===== config.mk =====
export PLATFORM = sky130hd
export DESIGN_NAME = fp_mul_seq
export DESIGN_NICKNAME = d
export VERILOG_FILES = /design/src/rtl/fp_mul_seq.sv
export SDC_FILE = /design/constraint.sdc
export NUM_CORES = 1
export LEC_CHECK = 0
export CAP_MARGIN = 40
export CORE_MARGIN = 1.5
export CORE_UTILIZATION = 60
export CTS_BUF_LIST = sky130_fd_sc_hd__clkbuf_4 sky130_fd_sc_hd__clkbuf_8
export DETAILED_ROUTE_END_ITERATION = 8
export DONT_BUFFER_PORTS = 1
export PLACE_DENSITY_LB_ADDON = 0.1
export SETUP_SLACK_MARGIN = 0.02
export SLEW_MARGIN = 20
export SYNTH_ARGS = -nofsm -noshare
export SYNTH_HDL_FRONTEND = slang
export SYNTH_SLANG_ARGS = --single-unit

===== constraint.sdc =====
create_clock -name clk -period 2.8 [get_ports clk]
set_input_delay 0.56 -clock clk [delete_from_list [all_inputs] [get_ports clk]]
set_output_delay 0.56 -clock clk [all_outputs]
set_load 0.01 [all_outputs]

===== src/rtl/fp_mul_seq.sv =====
// Sequential FP32 multiplier: shift-and-add mantissa product over MANT_W cycles,
// exponent add with bias correction, truncating normalization, valid/ready on both sides.
module fp_mul_seq #(
  parameter int BIAS   = 127,
  parameter int MANT_W = 24
) (
  input  logic        clk,
  input  logic        rst,
  input  logic        in_valid,
  output logic        in_ready,
  input  logic [31:0] A,
  input  logic [31:0] B,
  output logic        out_valid,
  input  logic        out_ready,
  output logic [31:0] result,
  output logic        overflag,
  output logic        underflag
);

  localparam int CW = $clog2(MANT_W);
  localparam int PW = 2 * MANT_W;

  typedef enum logic [1:0] {IDLE, MUL, NORM, DONE} state_t;

  state_t              state_reg, state_next;
  logic [PW-1:0]       acc_reg, acc_next;
  logic [MANT_W-1:0]   mcand_reg, mcand_next;
  logic [MANT_W-1:0]   mplier_reg, mplier_next;
  logic [CW-1:0]       cnt_reg, cnt_next;
  logic signed [9:0]   exp_reg, exp_next;
  logic                sign_reg, sign_next;
  logic [31:0]         result_reg, result_next;
  logic                over_reg, over_next;
  logic                under_reg, under_next;

  // Per-operand field decode; denormals count as zero.
  logic [31:0] ops      [2];
  logic [7:0]  op_exp   [2];
  logic [22:0] op_frac  [2];
  logic        op_nan   [2];
  logic        op_inf   [2];
  logic        op_zero  [2];

  assign ops[0] = A;
  assign ops[1] = B;

  generate
    for (genvar gi = 0; gi < 2; gi++) begin : g_dec
      assign op_exp[gi]  = ops[gi][30:23];
      assign op_frac[gi] = ops[gi][22:0];
      assign op_nan[gi]  = (op_exp[gi] == 8'hFF) && (op_frac[gi] != 23'h0);
      assign op_inf[gi]  = (op_exp[gi] == 8'hFF) && (op_frac[gi] == 23'h0);
      assign op_zero[gi] = (op_exp[gi] == 8'h00);
    end
  endgenerate

  logic               in_sign;
  logic [MANT_W:0]    sum;
  logic signed [9:0]  norm_exp;
  logic [22:0]        norm_frac;

  assign in_sign = A[31] ^ B[31];

  always_comb begin
    state_next  = state_reg;
    acc_next    = acc_reg;
    mcand_next  = mcand_reg;
    mplier_next = mplier_reg;
    cnt_next    = cnt_reg;
    exp_next    = exp_reg;
    sign_next   = sign_reg;
    result_next = result_reg;
    over_next   = over_reg;
    under_next  = under_reg;

    sum = {1'b0, acc_reg[PW-1:MANT_W]} + (mplier_reg[0] ? {1'b0, mcand_reg} : '0);

    if (acc_reg[PW-1]) begin
      norm_frac = acc_reg[PW-2 -: 23];
      norm_exp  = exp_reg + 10'sd1;
    end else begin
      norm_frac = acc_reg[PW-3 -: 23];
      norm_exp  = exp_reg;
    end

    case (state_reg)
      IDLE: begin
        if (in_valid) begin
          sign_next = in_sign;
          if (op_nan[0] || op_nan[1] ||
              (op_inf[0] && op_zero[1]) || (op_zero[0] && op_inf[1])) begin
            result_next = 32'h7FC0_0000;
            over_next   = 1'b0;
            under_next  = 1'b0;
            state_next  = DONE;
          end else if (op_inf[0] || op_inf[1]) begin
            result_next = {in_sign, 8'hFF, 23'h0};
            over_next   = 1'b0;
            under_next  = 1'b0;
            state_next  = DONE;
          end else if (op_zero[0] || op_zero[1]) begin
            result_next = {in_sign, 31'h0};
            over_next   = 1'b0;
            under_next  = 1'b0;
            state_next  = DONE;
          end else begin
            mcand_next  = MANT_W'({1'b1, op_frac[0]});
            mplier_next = MANT_W'({1'b1, op_frac[1]});
            acc_next    = '0;
            cnt_next    = '0;
            // 10-bit two's complement keeps 254+254 and 1+1-BIAS unambiguous.
            exp_next    = 10'({2'b00, op_exp[0]} + {2'b00, op_exp[1]} - 10'(BIAS));
            state_next  = MUL;
          end
        end
      end
      MUL: begin
        acc_next    = {sum, acc_reg[MANT_W-1:1]};
        mplier_next = mplier_reg >> 1;
        if (cnt_reg == CW'(MANT_W - 1)) begin
          cnt_next   = '0;
          state_next = NORM;
        end else begin
          cnt_next = cnt_reg + 1'b1;
        end
      end
      NORM: begin
        over_next  = 1'b0;
        under_next = 1'b0;
        if (norm_exp >= 10'sd255) begin
          result_next = {sign_reg, 8'hFF, 23'h0};
          over_next   = 1'b1;
        end else if (norm_exp <= 10'sd0) begin
          result_next = {sign_reg, 31'h0};
          under_next  = 1'b1;
        end else begin
          result_next = {sign_reg, norm_exp[7:0], norm_frac};
        end
        state_next = DONE;
      end
      DONE: begin
        if (out_ready) state_next = IDLE;
      end
      default: state_next = IDLE;
    endcase
  end

  always_ff @(posedge clk) begin
    if (rst) begin
      state_reg  <= IDLE;
      acc_reg    <= '0;
      mcand_reg  <= '0;
      mplier_reg <= '0;
      cnt_reg    <= '0;
      exp_reg    <= '0;
      sign_reg   <= 1'b0;
      result_reg <= '0;
      over_reg   <= 1'b0;
      under_reg  <= 1'b0;
    end else begin
      state_reg  <= state_next;
      acc_reg    <= acc_next;
      mcand_reg  <= mcand_next;
      mplier_reg <= mplier_next;
      cnt_reg    <= cnt_next;
      exp_reg    <= exp_next;
      sign_reg   <= sign_next;
      result_reg <= result_next;
      over_reg   <= over_next;
      under_reg  <= under_next;
    end
  end

  assign in_ready  = (state_reg == IDLE);
  assign out_valid = (state_reg == DONE);
  assign result    = result_reg;
  assign overflag  = over_reg;
  assign underflag = under_reg;

endmodule


After elaboration in Yosys (flattened, before gate mapping)
Cells that the tools add are included.
Widths: inputs -> output; s select.

operators by class
  equality and inequality tests = 13
  mux-type cells = 42
  bitwise operators = 4
  order comparisons = 2
  reductions and logical operators = 25
  $add $sub $neg = 5

operators with widths
  cell                   count
  $mux 48                4
  $mux 32                4
  $mux 24                5
  $pmux 48 s2            1
  $pmux 32 s2            1
  $mux 31                2
  $pmux 24 s2            1
  $logic_not 23->1       2
  $reduce_bool 23->1     2
  $add 24x24->25         1
  $mux 5                 5
  $mux 23                1
  $eq 8x8->1 const B     2
  $logic_not 8->1        2
  $mux 2                 6
  $add 10x2->10 const B  1
  $ge 10x9->1 const B    1
  $le 10x1->1 const B    1
  $mux 10                1
  $ne 2x2->1 const B     5
  $pmux 5 s2             1
  $reduce_and 5->1       2
  $sub 9x7->10 const B   1
  $add 8x8->9            1
  17 further kinds       38

word-level totals
  register bits = 148
  logic and storage cells = 101

Longest topological paths before layout
Gate-level depths: netlist of the first run.

  depth in word-level cells = 8
  depth in mapped cells = 13
  mapped depth without buffers = 13

Least setup slack after synthesis of the first run
OpenSTA, ideal clock, no wires.

  path type = reg-to-reg
  start point = reg mplier_reg[0]
  end point = reg acc_reg[39]
  arrival = 2.662 ns
  slack = 0.021 ns
  cell stages (with the launch flop) = 12
  path through = dfxtp_1 > clkbuf_1 > and2_1 > ha_1 > a21o_1 > a21o_1 > a21o_1 > or3_4 > o2111ai_1 > a21oi_1 > or3_1 > a32o_1

on the way
  cells in the longest elaborated chain, start to end = 3

ends and longest elaborated chain
  item                    line  source
  from (decl)             28    logic [MANT_W-1:0] mplier_reg, mplier_next;
  from (signal assigned)  164   mplier_reg <= mplier_next;
  $mux 24                 76    sum = {1'b0, acc_reg[PW-1:MANT_W]} + (mplier_reg[0] ? {1'b0, mcand_reg} : '0);
  $add 24x24->25          76
  $pmux 48 s2             86    case (state_reg)
  to (signal assigned)    162   acc_reg <= acc_next;
  to (decl)               26    logic [PW-1:0] acc_reg, acc_next;

No other way between the ends.
A chain may end at the register's enable or synchronous reset.

Worst setup path in the final report of the first run
  start point = reg mplier_reg[0]
  end point = reg acc_reg[46]

Same word-level chain as after synthesis.

==> flow_metrics.env, run 1 <==
export IMPL_outcome="complete, no violations"
export IMPL_antenna_cells=0
export IMPL_hold_class="in -> reg"
export IMPL_fp_row_count=39
export IMPL_overflow=0
export IMPL_dpl_worst_slack_ns=-0.0427
export IMPL_cts_buffer_depth=2
export IMPL_use_met2_pct=48.4
export IMPL_drt_pass1_iter_count=5
export IMPL_synthArstFlopShare_pct=0
export IMPL_initial_core_util_pct=62.4
export IMPL_setup_ws_ns=0.0999
export IMPL_fin_setup_tns_ns=0
export IMPL_synth_area_um2=7220
export IMPL_ir_drop_mv=0.452
export IMPL_r2r_start="mplier_reg[0]$_SDFFE_PP0P_"
export IMPL_numPortBuffers=0
export IMPL_yosys_register_bits=125
export IMPL_worstSetupPathType="reg -> reg"
export IMPL_synth_distinct_cells=68
export IMPL_cp_max_fo=8
export IMPL_syn_nets=1011
export IMPL_skew_ns=0.00805
export IMPL_start_kind="flop"
export IMPL_nFillCells=948
export IMPL_drv_cap=0
export IMPL_fmax_ghz=0.370
export IMPL_detail_route_antenna_nets=0
export IMPL_post_route_util_pct=69.9
export IMPL_cts_sinks=125
export IMPL_die_width_um=113
export IMPL_wirelength_um=18000
export IMPL_p_per_area_nw_per_um2=747
export IMPL_clockRootBuffer="clkbuf_8"
export IMPL_syn_to_final_growth_pct=12.0
export IMPL_slew_viol_final=0
export IMPL_syn_area_per_cell_um2=8.05
export IMPL_drtIter0Drc=422
export IMPL_synth_edf_count=0
export IMPL_clock_latency_ns=0.45
export IMPL_fin_crit_sh_pct=96.4
export IMPL_fin_crit_ns=2.70
export IMPL_synthCells=896
export IMPL_design_die_area_um2=12700
export IMPL_rr_worst_depth=12
export IMPL_use_met3_pct=8.05
export IMPL_wl_per_cell_um=17.1
export IMPL_synth_seq_area_share_pct=34.7
export IMPL_grt_max_degree=99
export IMPL_tightest_slew_ns=0.516
export IMPL_cts_hold_buffers=0
export IMPL_grt_met1_usage_pct=33.0
export IMPL_tritoncts="done"
export IMPL_cts_made_buffers=17
export IMPL_vias_per_cell=6.10
export IMPL_finalHoldViolCount=0
export IMPL_cp_data_required_time_ns=3.13
export IMPL_clk_pin_slew_ns=0.07
export IMPL_drc=0
export IMPL_grt_busiest_layer="met2"
export IMPL_holdWs_ns=0.175
export IMPL_drive_above_1_share_pct=13.0
export IMPL_ys_flop_type="dfxtp_1"
export IMPL_antenna_found_initial=0
export IMPL_p_leak_nw=3.09
export IMPL_largest_reg_flops=32
export IMPL_grt_pass1_vias=5989
export IMPL_gp_congestion=0.894
export IMPL_grt_usage_pct=28.2
export IMPL_finalSetupViolCount=0
export IMPL_relSlewSlack_pct=65.3
export IMPL_cp_end_kind="flop"
export IMPL_hold_depth=1
export IMPL_grt_pass1_wl_um=28600
export IMPL_min_delay_start="rst"
export IMPL_htreeDepth=4
export IMPL_p_total_mw=6.03
export IMPL_crit_start="mplier_reg[0]$_SDFFE_PP0P_"
export IMPL_final_nets=1013
export IMPL_die_h_um=113
export IMPL_cp_data_arrival_time_ns=3.03
export IMPL_ys_warn_count=0
export IMPL_vias=6422
export IMPL_ios=104
export IMPL_dp_hpwl_um=12700
export IMPL_core_area_um2=11600
## layer usage
metal / vias to the layer above / share of wire [%]
li1: 3230 / -
met1: 2971 / 40
met2: 187 / 50
met3: 34 / 6.7
met4: 0 / 2.8
met5: - / 0
## through the flow
| stage | std cells | area, um2 |
|---|---|---|
| floorplan | 896 | 7220 |
| global placement | 1017 | 7440 |
| detailed placement | 1017 | 7440 |
| CTS | 1048 | 7860 |
| global route | 1053 | 8080 |
| finish | 1053 | 8080 |
## timing repair
item	in CTS	in global routing
buffers inserted	0	5
endpoints found under the setup margin	5	15
gates resized for setup	2	32
pin swaps	0	10
## Yosys cell counts (4+ instances only)
cell        n  area, um2
and3_1      6       37.5
o21ai_1    21        105
and2_1     30        188
nand3_1    14       70.1
o21a_1      5       37.5
ha_1       45        563
or4_1       5       37.5
a21o_1     12       90.1
buf_2      15       75.1
nand3b_1   29        218
mux2i_1    25        250
a211oi_1    4       30.0
nor2b_1     6       37.5
o211ai_1    5       37.5
a31oi_1     5       31.3
o21ai_0    46        230
nor2_1     43        161
nor4_1     12       75.1
xor2_1     14        123
inv_1      22       82.6
a21oi_1    77        385
nor3_1     55        275
dfxtp_1   125       2500
a22oi_1     8       60.1
clkbuf_1   36        135
nand2_1   125        469
o221a_2     7       78.8
xnor2_1    18        158
buf_1       5       18.8
o21bai_1    4       30.0
nand4_1    12       75.1
## critical path: stages (launching register included)
cell	delay [ns]
dfxtp_4	0.37
clkbuf_2	0.15
and2_1	0.17
ha_1	0.35
o211ai_1	0.18
o211a_1	0.24
o32ai_2	0.10
buf_4	0.15
o21a_1	0.20
a211o_1	0.28
a21oi_2	0.15
xor2_1	0.17
o21ai_1	0.07
## cell families (layout without fill, tap and decap cells)
group,Yosys count,in the layout,synth area share (%)
buffers and inverters,78,92,4.32
flip-flops,125,125,34.7
AND/OR/NAND/NOR,360,360,25.3
multiplexers,26,26,3.62
adder cells (fa/ha/maj),47,47,8.36
AO/OA/AOI/OAI,228,228,19.8
XOR/XNOR,32,32,3.88
## placed cells by master, fill, tap and decap left out, types with 6 or more instances in the layout
cell type / synthesis / layout
a21o_1: 12 / 12
and2_1: 30 / 28
o21ai_0: 46 / 44
a21oi_1: 77 / 72
nor4_1: 12 / 12
and3_1: 6 / 6
nand2_1: 125 / 124
o221a_2: 7 / 7
mux2i_1: 25 / 25
dfxtp_1: 125 / 123
ha_4: 0 / 8
nand3_1: 14 / 14
nor2_1: 43 / 43
a22oi_1: 8 / 8
o21ai_1: 21 / 23
xnor2_1: 18 / 18
inv_1: 22 / 21
nand4_1: 12 / 12
nand3b_1: 29 / 29
ha_1: 45 / 35
nor3_1: 55 / 55
buf_4: 0 / 36
nor2b_1: 6 / 6
clkbuf_8: 0 / 21
xor2_1: 14 / 14
a21oi_2: 1 / 6
## report_power, final
group,switching (mW),internal [mW],total [mW],leakage [nW]
sequential,0.217,2.09,2.31,1.02
combinational,1.27,0.776,2.04,1.85
clock,0.688,0.994,1.68,0.223
total,2.17,3.86,6.03,3.09
## area by class of cell
class	count	area (um2)	share of cell area [%]
clock inverter	7	110	1.36
multi-input combinational	693	4580	56.7
sequential	125	2510	31.0
inverter	22	82.6	1.02
clock buffer	24	312	3.86
tap	143	179	2.21
timing repair buffer	39	307	3.79
## path summary, 6_finish.rpt
path / endpoint / slack (ns)
max: acc_reg[46]$_SDFFE_PP0P_ / 0.1
min: mcand_reg[21]$_SDFFE_PP0P_ / 0.17
max reg2reg: acc_reg[46]$_SDFFE_PP0P_ / 0.1
min reg2reg: mcand_reg[9]$_SDFFE_PP0P_ / 0.45
No activity file was read; power rests on OpenSTA's default activity.
==> run 2, diff against run 1 <==
Settings changed: SLEW_MARGIN 20 to unset.
==> results of run 2 <==
Final layout, timing and power as in run 1 (identical DEF).
==> run 3, diff against run 2 <==
Settings changed: CORE_UTILIZATION 60 to 51, DONT_BUFFER_PORTS 1 to unset.
==> flow_metrics.env, run 3 (synthesis results as in run 1) <==
export IMPL_largest_reg_flops=32
export IMPL_hold_class="reg -> reg"
export IMPL_design_die_area_um2=14900
export IMPL_cp_data_arrival_time_ns=3.07
export IMPL_grt_pass1_wl_um=28700
export IMPL_vias_per_cell=5.52
export IMPL_cp_endpoint="acc_reg[39]$_SDFFE_PP0P_"
export IMPL_fmax_ghz=0.364
export IMPL_layout_commonest_cell="nand2_1"
export IMPL_drv_cap=0
export IMPL_htreeDepth=4
export IMPL_final_cell_mix="nand2_1, dfxtp_1, clkdlybuf4s50_1, buf_4, a21oi_1"
export IMPL_grt_usage_pct=24.3
export IMPL_rr_worst_depth=13
export IMPL_cts_hold_buffers=0
export IMPL_post_place_cells=1204
export IMPL_hold_depth=2
export IMPL_numPortBuffers=103
export IMPL_grt_pass1_vias=6241
export IMPL_drc=0
export IMPL_stdcell_count=1243
export IMPL_drt_pass1_iter_count=5
export IMPL_antenna_cells=0
export IMPL_antenna_found_initial=0
export IMPL_tightest_slew_ns=0.568
export IMPL_cts_made_buffers=17
export IMPL_start_kind="flop"
export IMPL_gp_congestion=0.901
export IMPL_clk_pin_slew_ns=0.07
export IMPL_r2r_start="mplier_reg[0]$_SDFFE_PP0P_"
export IMPL_initial_core_util_pct=52.2
export IMPL_die_h_um=122
export IMPL_fin_crit_sh_pct=98.0
export IMPL_dp_hpwl_um=13100
export IMPL_fp_row_count=43
export IMPL_clock_latency_ns=0.44
export IMPL_detail_route_antenna_nets=0
export IMPL_core_area_um2=13800
export IMPL_cp_max_fo=6
export IMPL_cp_data_required_time_ns=3.13
export IMPL_vias=6856
export IMPL_cts_sinks=125
export IMPL_ff2ff_setup_slack_ns=0.06
export IMPL_finalSetupViolCount=0
export IMPL_outcome="complete, no violations"
export IMPL_skew_ns=0.00944
export IMPL_finalHoldViolCount=0
export IMPL_wl_per_cell_um=14.5
export IMPL_fin_crit_ns=2.74
export IMPL_slew_viol_final=0
export IMPL_cp_end_kind="flop"
export IMPL_final_nets=1167
export IMPL_die_width_um=122
export IMPL_worstSetupPathType="reg -> reg"
export IMPL_cts_buffer_depth=2
export IMPL_regToRegEndpoint="acc_reg[39]$_SDFFE_PP0P_"
export IMPL_grt_max_degree=51
export IMPL_p_per_area_nw_per_um2=665
export IMPL_ir_drop_mv=0.383
export IMPL_crit_start="mplier_reg[0]$_SDFFE_PP0P_"
export IMPL_rsz0062_at_grt="true"
export IMPL_clockRootBuffer="clkbuf_8"
export IMPL_p_total_mw=6.39
export IMPL_ios=104
export IMPL_drive_above_1_share_pct=16.7
export IMPL_relSlewSlack_pct=61.9
export IMPL_wirelength_um=18100
export IMPL_p_leak_nw=3.76
export IMPL_tritoncts="done"
export IMPL_syn_to_final_growth_pct=33.2
export IMPL_drtIter0Drc=384
export IMPL_overflow=0
## run 3: changes by cell type in the layout (fill, tap and decap cells not counted), sizes merged
cell / change
clkbuf: -4
buf: +53
clkinv: +2
clkdlybuf4s50: +102
## run 3: timing repair
item / 4_1_cts / 5_1_grt
pin swaps: 0 / 25
resized for setup: 1 / 44
setup endpoints to repair: 5 / 9
buffers inserted: 0 / 10
## run 3: worst min-delay path by stage
stage | slack [ns] | start | endpoint
4_1_cts | 0.45 | result[11]$_SDFFE_PP0P_ | result[11]$_SDFFE_PP0P_
2_1_floorplan | 0.43 | acc_reg[23]$_SDFFE_PP0P_ | acc_reg[23]$_SDFFE_PP0P_
5_1_grt | 0.46 | result[9]$_SDFFE_PP0P_ | result[9]$_SDFFE_PP0P_
3_5_place_dp | 0.44 | result[11]$_SDFFE_PP0P_ | result[11]$_SDFFE_PP0P_
3_3_place_gp | 0.44 | result[15]$_SDFFE_PP0P_ | result[15]$_SDFFE_PP0P_
6_report | 0.44 | result[15]$_SDFFE_PP0P_ | result[15]$_SDFFE_PP0P_
## run 3: cell type report
| class | count | area [um2] |
|---|---|---|
| multi-input cells | 693 | 4610 |
| fillers | 1153 | 4220 |
| flip-flops and latches | 125 | 2510 |
| repair buffers | 193 | 1790 |
| clock buffers | 21 | 270 |
| well taps | 180 | 225 |
| clock inverters | 9 | 120 |
| inverters | 22 | 82.6 |
## run 3: metal layers
metal  vias to the layer above  part of all wire [%]  GRT usage (%)
li1                       3546                     -              -
met3                        23                   4.0           6.51
met4                         0                   1.7           7.72
met1                      3138                    45           30.4
met5                         -                     0              0
met2                       149                    49           40.7
## run 3: report_power, final
group / total [mW] / internal (mW) / switching (mW)
clock: 1.58 / 0.913 / 0.670
combinational: 2.51 / 1.12 / 1.39
sequential: 2.29 / 2.09 / 0.203
total: 6.39 / 4.12 / 2.26
## run 3: critical path, stage by stage, from the launching register on
cell	delay, ns
dfxtp_4	0.38
and2_4	0.15
ha_4	0.15
inv_2	0.05
fa_2	0.24
nor2b_4	0.04
o21a_1	0.20
o211ai_1	0.28
nand2_2	0.12
buf_6	0.14
o2111ai_4	0.18
a21oi_2	0.08
or3_1	0.37
a32o_1	0.26
## run 3: stage by stage
step	utilization [%]	instance area (um2)	setup TNS (ns)	hold slack, ns	setup slack [ns]
finish	69.5	9610	0	0.445	0.0551
global route	69.5	9610	-0.0899	0.463	-0.0372
CTS	67.4	9320	0	0.449	0.0212
detailed placement	64.6	8930	-4.06	0.439	-0.256
global placement	64.6	8930	-1.92	0.436	-0.226
floorplan	-	7220	0	0.431	0.0208
